[src/rtl/alu_isa_pkg.sv]
// Shared ISA definitions for the ALU and its control sequencer: opcodes,
// branch encodings, IR field positions and the sequencer state enum.
package alu_isa_pkg;

    localparam logic [3:0] OP_NOP    = 4'd0;
    localparam logic [3:0] OP_HALT   = 4'd1;
    localparam logic [3:0] OP_SUB    = 4'd2;
    localparam logic [3:0] OP_WR     = 4'd3;
    localparam logic [3:0] OP_SEARCH = 4'd4;
    localparam logic [3:0] OP_BEQ    = 4'd5;
    localparam logic [3:0] OP_WM     = 4'd6;
    localparam logic [3:0] OP_SMR    = 4'd7;
    localparam logic [3:0] OP_RXOR   = 4'd8;
    localparam logic [3:0] OP_SRL    = 4'd9;
    localparam logic [3:0] OP_BSQ    = 4'd10;

    localparam logic [1:0] BR_NONE = 2'b00;
    localparam logic [1:0] BR_REL  = 2'b01;
    localparam logic [1:0] BR_ABS  = 2'b10;

    localparam int IR_OP_MSB = 15;
    localparam int IR_OP_LSB = 12;
    localparam int IR_RD_MSB = 11;
    localparam int IR_RD_LSB = 8;
    localparam int IR_RA_MSB = 7;
    localparam int IR_RA_LSB = 4;
    localparam int IR_RB_MSB = 3;
    localparam int IR_RB_LSB = 0;

    typedef enum logic [2:0] {
        ST_IDLE      = 3'd0,
        ST_FETCH     = 3'd1,
        ST_DECODE    = 3'd2,
        ST_EXECUTE   = 3'd3,
        ST_WRITEBACK = 3'd4,
        ST_HALTED    = 3'd5
    } state_t;

    // Opcodes above OP_BSQ are reserved and execute as a nop.
    function automatic logic is_reserved(input logic [3:0] op);
        return op > OP_BSQ;
    endfunction

endpackage

[src/rtl/alu_ctrl_pc.sv]
// Program counter with next-PC selection: fall-through, PC-relative
// (sign-extended 4-bit offset) or absolute target; all arithmetic wraps.
module alu_ctrl_pc import alu_isa_pkg::*; #(
    parameter int          PC_W     = 8,
    parameter int unsigned RESET_PC = 0
) (
    input  logic            clk_i,
    input  logic            reset_i,
    input  logic            load_i,
    input  logic [1:0]      br_sel_i,
    input  logic [3:0]      offset_i,
    input  logic [PC_W-1:0] target_i,
    output logic [PC_W-1:0] pc_o
);

    logic [PC_W-1:0] pc_q, pc_d;
    logic [PC_W-1:0] pc_inc;
    logic [PC_W-1:0] offset_sext;

    assign pc_inc      = pc_q + PC_W'(1);
    assign offset_sext = {{(PC_W-4){offset_i[3]}}, offset_i};

    always_comb begin
        pc_d = pc_q;
        if (load_i) begin
            case (br_sel_i)
                BR_REL:  pc_d = pc_inc + offset_sext;
                BR_ABS:  pc_d = target_i;
                default: pc_d = pc_inc;
            endcase
        end
    end

    always_ff @(posedge clk_i) begin
        if (reset_i) begin
            pc_q <= PC_W'(RESET_PC);
        end else begin
            pc_q <= pc_d;
        end
    end

    assign pc_o = pc_q;

endmodule

[src/rtl/alu_ctrl_seq.sv]
// Multi-cycle fetch/decode/execute/writeback sequencer issuing opcodes and
// register selects to the 16-bit ALU and advancing the PC from its results.
module alu_ctrl_seq import alu_isa_pkg::*; #(
    parameter int          PC_W     = 8,
    parameter int unsigned RESET_PC = 0,
    parameter int          CNT_W    = 16
) (
    input  logic             clk_i,
    input  logic             reset_i,
    input  logic             start_i,
    output logic [PC_W-1:0]  imem_addr_o,
    output logic             imem_rd_o,
    input  logic [15:0]      imem_data_i,
    input  logic             imem_valid_i,
    output logic [3:0]       op_o,
    output logic [3:0]       rd_addr_o,
    output logic [3:0]       ra_addr_o,
    output logic [3:0]       rb_addr_o,
    output logic             rf_we_o,
    output logic             mem_we_o,
    input  logic             zero_i,
    input  logic             equal_i,
    input  logic [1:0]       branch_i,
    input  logic [15:0]      alu_out_i,
    output logic [PC_W-1:0]  pc_o,
    output logic             busy_o,
    output logic             halted_o,
    output logic             illegal_o,
    output logic [CNT_W-1:0] instr_cnt_o,
    output state_t           state_o
);

    state_t           state_q, state_d;
    logic [15:0]      ir_q, ir_d;
    logic [CNT_W-1:0] cnt_q, cnt_d;
    logic             illegal_q, illegal_d;
    logic [1:0]       br_q, br_d;
    logic [PC_W-1:0]  tgt_q, tgt_d;
    logic             pc_load;
    logic [1:0]       br_eff;
    logic [3:0]       ir_op;
    logic [PC_W-1:0]  pc;
    logic             unused_inputs;

    assign ir_op  = ir_q[IR_OP_MSB:IR_OP_LSB];
    // Only the two branch opcodes may redirect the PC; everything else falls through.
    assign br_eff = (ir_op == OP_BEQ || ir_op == OP_BSQ) ? br_q : BR_NONE;

    // IMEM handshake: imem_rd_o rises on entry to FETCH and stays high until the
    // cycle imem_valid_i is sampled high; a response outside FETCH is dropped.
    always_comb begin
        state_d   = state_q;
        ir_d      = ir_q;
        cnt_d     = cnt_q;
        illegal_d = illegal_q;
        br_d      = br_q;
        tgt_d     = tgt_q;
        pc_load   = 1'b0;
        imem_rd_o = 1'b0;
        rf_we_o   = 1'b0;
        mem_we_o  = 1'b0;
        case (state_q)
            ST_IDLE: begin
                if (start_i) state_d = ST_FETCH;
            end
            ST_FETCH: begin
                imem_rd_o = 1'b1;
                if (imem_valid_i) begin
                    ir_d    = imem_data_i;
                    state_d = ST_DECODE;
                end
            end
            ST_DECODE: begin
                if (is_reserved(ir_op)) illegal_d = 1'b1;
                state_d = ST_EXECUTE;
            end
            ST_EXECUTE: begin
                br_d    = branch_i;
                tgt_d   = alu_out_i[PC_W-1:0];
                state_d = ST_WRITEBACK;
            end
            ST_WRITEBACK: begin
                cnt_d = cnt_q + CNT_W'(1);
                case (ir_op)
                    OP_SUB, OP_WR, OP_SEARCH, OP_SMR, OP_RXOR, OP_SRL: rf_we_o = 1'b1;
                    OP_WM:   mem_we_o = 1'b1;
                    default: ;
                endcase
                if (ir_op == OP_HALT) begin
                    state_d = ST_HALTED;
                end else begin
                    pc_load = 1'b1;
                    state_d = ST_FETCH;
                end
            end
            ST_HALTED: state_d = ST_HALTED;
            default:   state_d = ST_IDLE;
        endcase
    end

    always_ff @(posedge clk_i) begin
        if (reset_i) begin
            state_q   <= ST_IDLE;
            ir_q      <= '0;
            cnt_q     <= '0;
            illegal_q <= 1'b0;
            br_q      <= BR_NONE;
            tgt_q     <= '0;
        end else begin
            state_q   <= state_d;
            ir_q      <= ir_d;
            cnt_q     <= cnt_d;
            illegal_q <= illegal_d;
            br_q      <= br_d;
            tgt_q     <= tgt_d;
        end
    end

    alu_ctrl_pc #(
        .PC_W     (PC_W),
        .RESET_PC (RESET_PC)
    ) u_pc (
        .clk_i    (clk_i),
        .reset_i  (reset_i),
        .load_i   (pc_load),
        .br_sel_i (br_eff),
        .offset_i (ir_q[IR_RB_MSB:IR_RB_LSB]),
        .target_i (tgt_q),
        .pc_o     (pc)
    );

    assign op_o = (state_q == ST_DECODE || state_q == ST_EXECUTE ||
                   state_q == ST_WRITEBACK) ? ir_op : 4'd0;
    assign rd_addr_o   = ir_q[IR_RD_MSB:IR_RD_LSB];
    assign ra_addr_o   = ir_q[IR_RA_MSB:IR_RA_LSB];
    assign rb_addr_o   = ir_q[IR_RB_MSB:IR_RB_LSB];
    assign imem_addr_o = pc;
    assign pc_o        = pc;
    assign busy_o      = (state_q != ST_IDLE) && (state_q != ST_HALTED);
    assign halted_o    = (state_q == ST_HALTED);
    assign illegal_o   = illegal_q;
    assign instr_cnt_o = cnt_q;
    assign state_o     = state_q;

    // Flags are consumed by the ALU's own branch decision, not here.
    assign unused_inputs = ^{zero_i, equal_i, alu_out_i[15:PC_W]};

endmodule

[config.mk]
export PLATFORM = sky130hd
export DESIGN_NAME = alu_ctrl_seq
export DESIGN_NICKNAME = d
export VERILOG_FILES = /design/src/rtl/alu_isa_pkg.sv /design/src/rtl/alu_ctrl_pc.sv /design/src/rtl/alu_ctrl_seq.sv
export SDC_FILE = /design/constraint.sdc
export NUM_CORES = 1
export LEC_CHECK = 0
export ABC_CLOCK_PERIOD_IN_PS = 3200
export BUFFER_PORTS_ARGS = -buffer_cell sky130_fd_sc_hd__buf_2
export CAP_MARGIN = 5
export CORE_MARGIN = 2
export CORE_UTILIZATION = 51
export DETAILED_ROUTE_END_ITERATION = 10
export MAX_ROUTING_LAYER = met4
export PLACE_DENSITY = 0.92
export SYNTH_ARGS = -nofsm -noshare
export SYNTH_HDL_FRONTEND = slang
export SYNTH_SLANG_ARGS = --single-unit
[constraint.sdc]
create_clock -name clk_i -period 3.2 [get_ports clk_i]
set_input_delay 0.16 -clock clk_i [delete_from_list [all_inputs] [get_ports clk_i]]
set_output_delay 0.16 -clock clk_i [all_outputs]
set_load 0.005 [all_outputs]
==> out/results.ini <==
[run_status]
status=finished clean

[finish]
multi_input_area_sq_mm=0.001700
finish.net_count=488
antennaDiodeCount=0
num-fill-cells=519
area_delta_synth_final_pct=12.98
drive_gt1_share_pct=23.85
regArea_sq_mm=0.001081
final_area_sq_mm=0.003453

[critical_path]
crit_slowest_cell=o41ai_1
cpMostUsedCell=ha_1
worstPathMaxFanout=7
path_buf_inv=0
reg2reg_to=u_pc.pc_o[7]$_SDFFE_PP0P_
cp.required_ps=3360
reg2reg_slack_ps=490
path_cells=ha_1, xor2_1, ha_1, a211o_1, o221a_1, o41ai_1, xnor2_1, o32ai_1
worst_r2r_startpoint=u_pc.pc_o[0]$_SDFFE_PP0P_
start_kind=flip-flop
worstRegToRegCells=8
arrival_ps=2860
worst-setup-path-type=reg -> reg
worst-path-stages=8
path_delay_family=compound AO/OA/AOI/OAI gates
worstSetupEndpointType=flip-flop
cpPeakStageDelay_ps=470

[power]
p_leak_nw=1.527
ir_worst_vdd_mv=0.2020
p_per_area_mw_per_mm2=368.2

[floorplan]
die_area_sq_mm=0.006628
start_util_pct=52.25
die_y_um=81.42
core_area_sq_mm=0.005851
die_w_um=81.42
num_io_pins=97
core.rowCount=28

[timing]
fin_tns_setup_ps=0
maxSlewViolCount=0
fin_crit_ps=2708
post-route-period-util_pct=84.61
finalHoldViolCount=0
worstMarginPinSlew_ps=1007
relSlewSlack_pct=32.84
fmax_ghz=0.3693
finalClockSkew_ps=5.648
rsz0062_at_grt=false
finalSetupViolations=0

[clock_tree]
cts_root_buf=clkbuf_8
post_cts_resized=0
cts.sinks=54
clkTransAtPathRegs_ps=100
cts_buffers=5
cts_tree=built
cts_hold_buf=0
post_cts_buffers=0
clockBufferDepth=2
htree_levels=2
clk_latency_ps=300

[yosys]
synth.ff_latch_count=54
async_flop_share_pct=0
syn_area_per_cell_sq_um=8.023
synth_compound_area_share_pct=15.10
yosys.area_share.xor_xnor_pct=7.041
yosys_warnings=0
yosysUniqueCellTypes=57
synth_enable_flop_cells=0
yosys.area_share.simple_pct=27.22
synthMuxAreaShare_pct=0.6959
syn_inst=381
synth_top_family_by_area=simple AND/OR/NAND/NOR gates
synth_fa_ha_area_share_pct=5.567
syn-cell-area_sq_mm=0.003057
ys_dominant_reg_cell=dfxtp_1
synth_nets=434
yosysSeqAreaShare_pct=35.37

[routing]
antenna_left=0
avgViaCountPerCell=5.509
drc=0
drt_iter0_markers=232
vias=2815
post_drt_wl_per_cell_um=13.69
wl_um=6997
dr.pass1.iters=5

[placement]
hpwl_um=4917
place_area_sq_mm=0.003347
numPortBuffers=86
routabilityCongestion=0.8245

[worst_hold_path]
whs_path_depth=3
hold_path.class=in -> reg
hold_end=ir_q[12]$_SDFFE_PP0P_
hold_start=imem_data_i[12]

[global_routing]
grt_pass1_vias=2506
grt-ovfl-total=0
grt_max_degree=57
grt_use_total_pct=21.91
grt_pass1_wl_um=11220
antenna_found_initial=0

[run]
drv_cap=0

## routing by layer
metal	global-route usage, %	wire [um]
met1	28.76	3187
met2	35.33	3293
met3	3.516	455
met4	5.593	61
met5	-	0
## synth_stat cells (all sizes together) (3+ instances only)
cell type | count | share of area (%)
nor3b | 5 | 1.6
o21ai | 13 | 2.1
clkbuf | 14 | 1.8
inv | 9 | 1.1
xnor2 | 14 | 4.0
nand4 | 5 | 1.7
a221oi | 3 | 0.86
xor2 | 8 | 2.3
dfxtp | 54 | 35
nor2b | 9 | 1.8
nand3 | 21 | 3.6
nor3 | 3 | 0.49
nand2 | 62 | 7.6
buf | 26 | 6.1
ha | 12 | 4.9
or3 | 5 | 1.0
nor2 | 31 | 3.8
and3 | 4 | 0.82
nor4 | 5 | 1.4
a21oi | 43 | 7.0
## worst max path at each step
stage | start | to | slack [ps]
after floorplan | u_pc.pc_o[0]$_SDFFE_PP0P_ | u_pc.pc_o[7]$_SDFFE_PP0P_ | 910
after global placement | u_pc.pc_o[0]$_SDFFE_PP0P_ | u_pc.pc_o[7]$_SDFFE_PP0P_ | 750
after detailed placement | u_pc.pc_o[0]$_SDFFE_PP0P_ | u_pc.pc_o[7]$_SDFFE_PP0P_ | 600
after CTS | u_pc.pc_o[0]$_SDFFE_PP0P_ | u_pc.pc_o[7]$_SDFFE_PP0P_ | 560
after global routing | u_pc.pc_o[0]$_SDFFE_PP0P_ | u_pc.pc_o[7]$_SDFFE_PP0P_ | 320
final | u_pc.pc_o[0]$_SDFFE_PP0P_ | u_pc.pc_o[7]$_SDFFE_PP0P_ | 490
## through the flow
step | std cells | worst slack [ps] | utilization (%) | power (mW) | hold WS [ps]
floorplan | 381 | 911.0 | - | 0.7962 | 296.0
global placement | 503 | 747.7 | 57.21 | 0.8279 | 399.2
detailed placement | 503 | 596.5 | 57.21 | 0.8328 | 404.5
CTS | 511 | 560.2 | 59.02 | 1.279 | 72.34
global route | 511 | 317.6 | 59.02 | 1.318 | 83.33
finish | 511 | 492.4 | 59.02 | 1.272 | 80.52
## power breakdown
group / switching [mW] / leakage (nW) / internal, mW
logic: 0.0598 / 1.04 / 0.0492
clock network: 0.219 / 0.0524 / 0.235
registers: 0.0234 / 0.436 / 0.686
total: 0.302 / 1.53 / 0.969
## sequential cells by signal, summed over array words and instances, names as in the netlist
name / cells
state_o: 3
instr_cnt_o: 16
br_q: 2
illegal_o: 1
tgt_q: 8
u_pc.pc_o: 8
ir_q: 16
## worst min-delay path, stage by stage
cell and delay, ps:
buf_2 90, nand2_1 40, a21oi_1 50
## cells in the final DEF (no fill, tap or decap), types with 2 or more instances in the layout
master | synthesis | final
a31oi_1 | 2 | 2
nor4bb_1 | 2 | 2
xor2_1 | 8 | 8
ha_1 | 12 | 12
buf_2 | 3 | 86
nand2_1 | 62 | 62
nor4_1 | 3 | 3
nor3b_1 | 4 | 4
a22oi_1 | 2 | 2
nor2_1 | 31 | 31
a32o_1 | 2 | 2
inv_1 | 9 | 9
or3_1 | 5 | 5
dfxtp_1 | 54 | 54
nand3_1 | 20 | 20
nand2b_1 | 2 | 2
a21oi_1 | 43 | 43
a221oi_1 | 3 | 3
xnor2_1 | 14 | 14
clkbuf_1 | 13 | 2
nor4_2 | 2 | 2
o21ai_0 | 12 | 12
nor2b_1 | 9 | 9
and3_1 | 4 | 4
a21o_1 | 2 | 2
a211o_1 | 2 | 2
or2_2 | 2 | 2
clkbuf_8 | 0 | 5
nor3_1 | 3 | 3
nand4_1 | 3 | 3
## logic make-up (layout without fill, tap and decap cells)
logic type,count (synthesis),count (layout)
XOR/XNOR,23,23
AND/OR/NAND/NOR,162,162
adder cells (fa/ha/maj),13,13
flip-flops,54,54
buffers and inverters,49,104
AO/OA/AOI/OAI,78,78
multiplexers,2,2
## layout make-up
class,count,area share (%)
Sequential cell,54,31.30
Tap cell,75,2.717
Multi-Input combinational cell,278,49.24
Timing Repair Buffer,87,12.68
Clock buffer,7,2.210
Inverter,9,0.9783
Clock inverter,1,0.8696
Note: power is estimated with default switching activity, not from simulation.
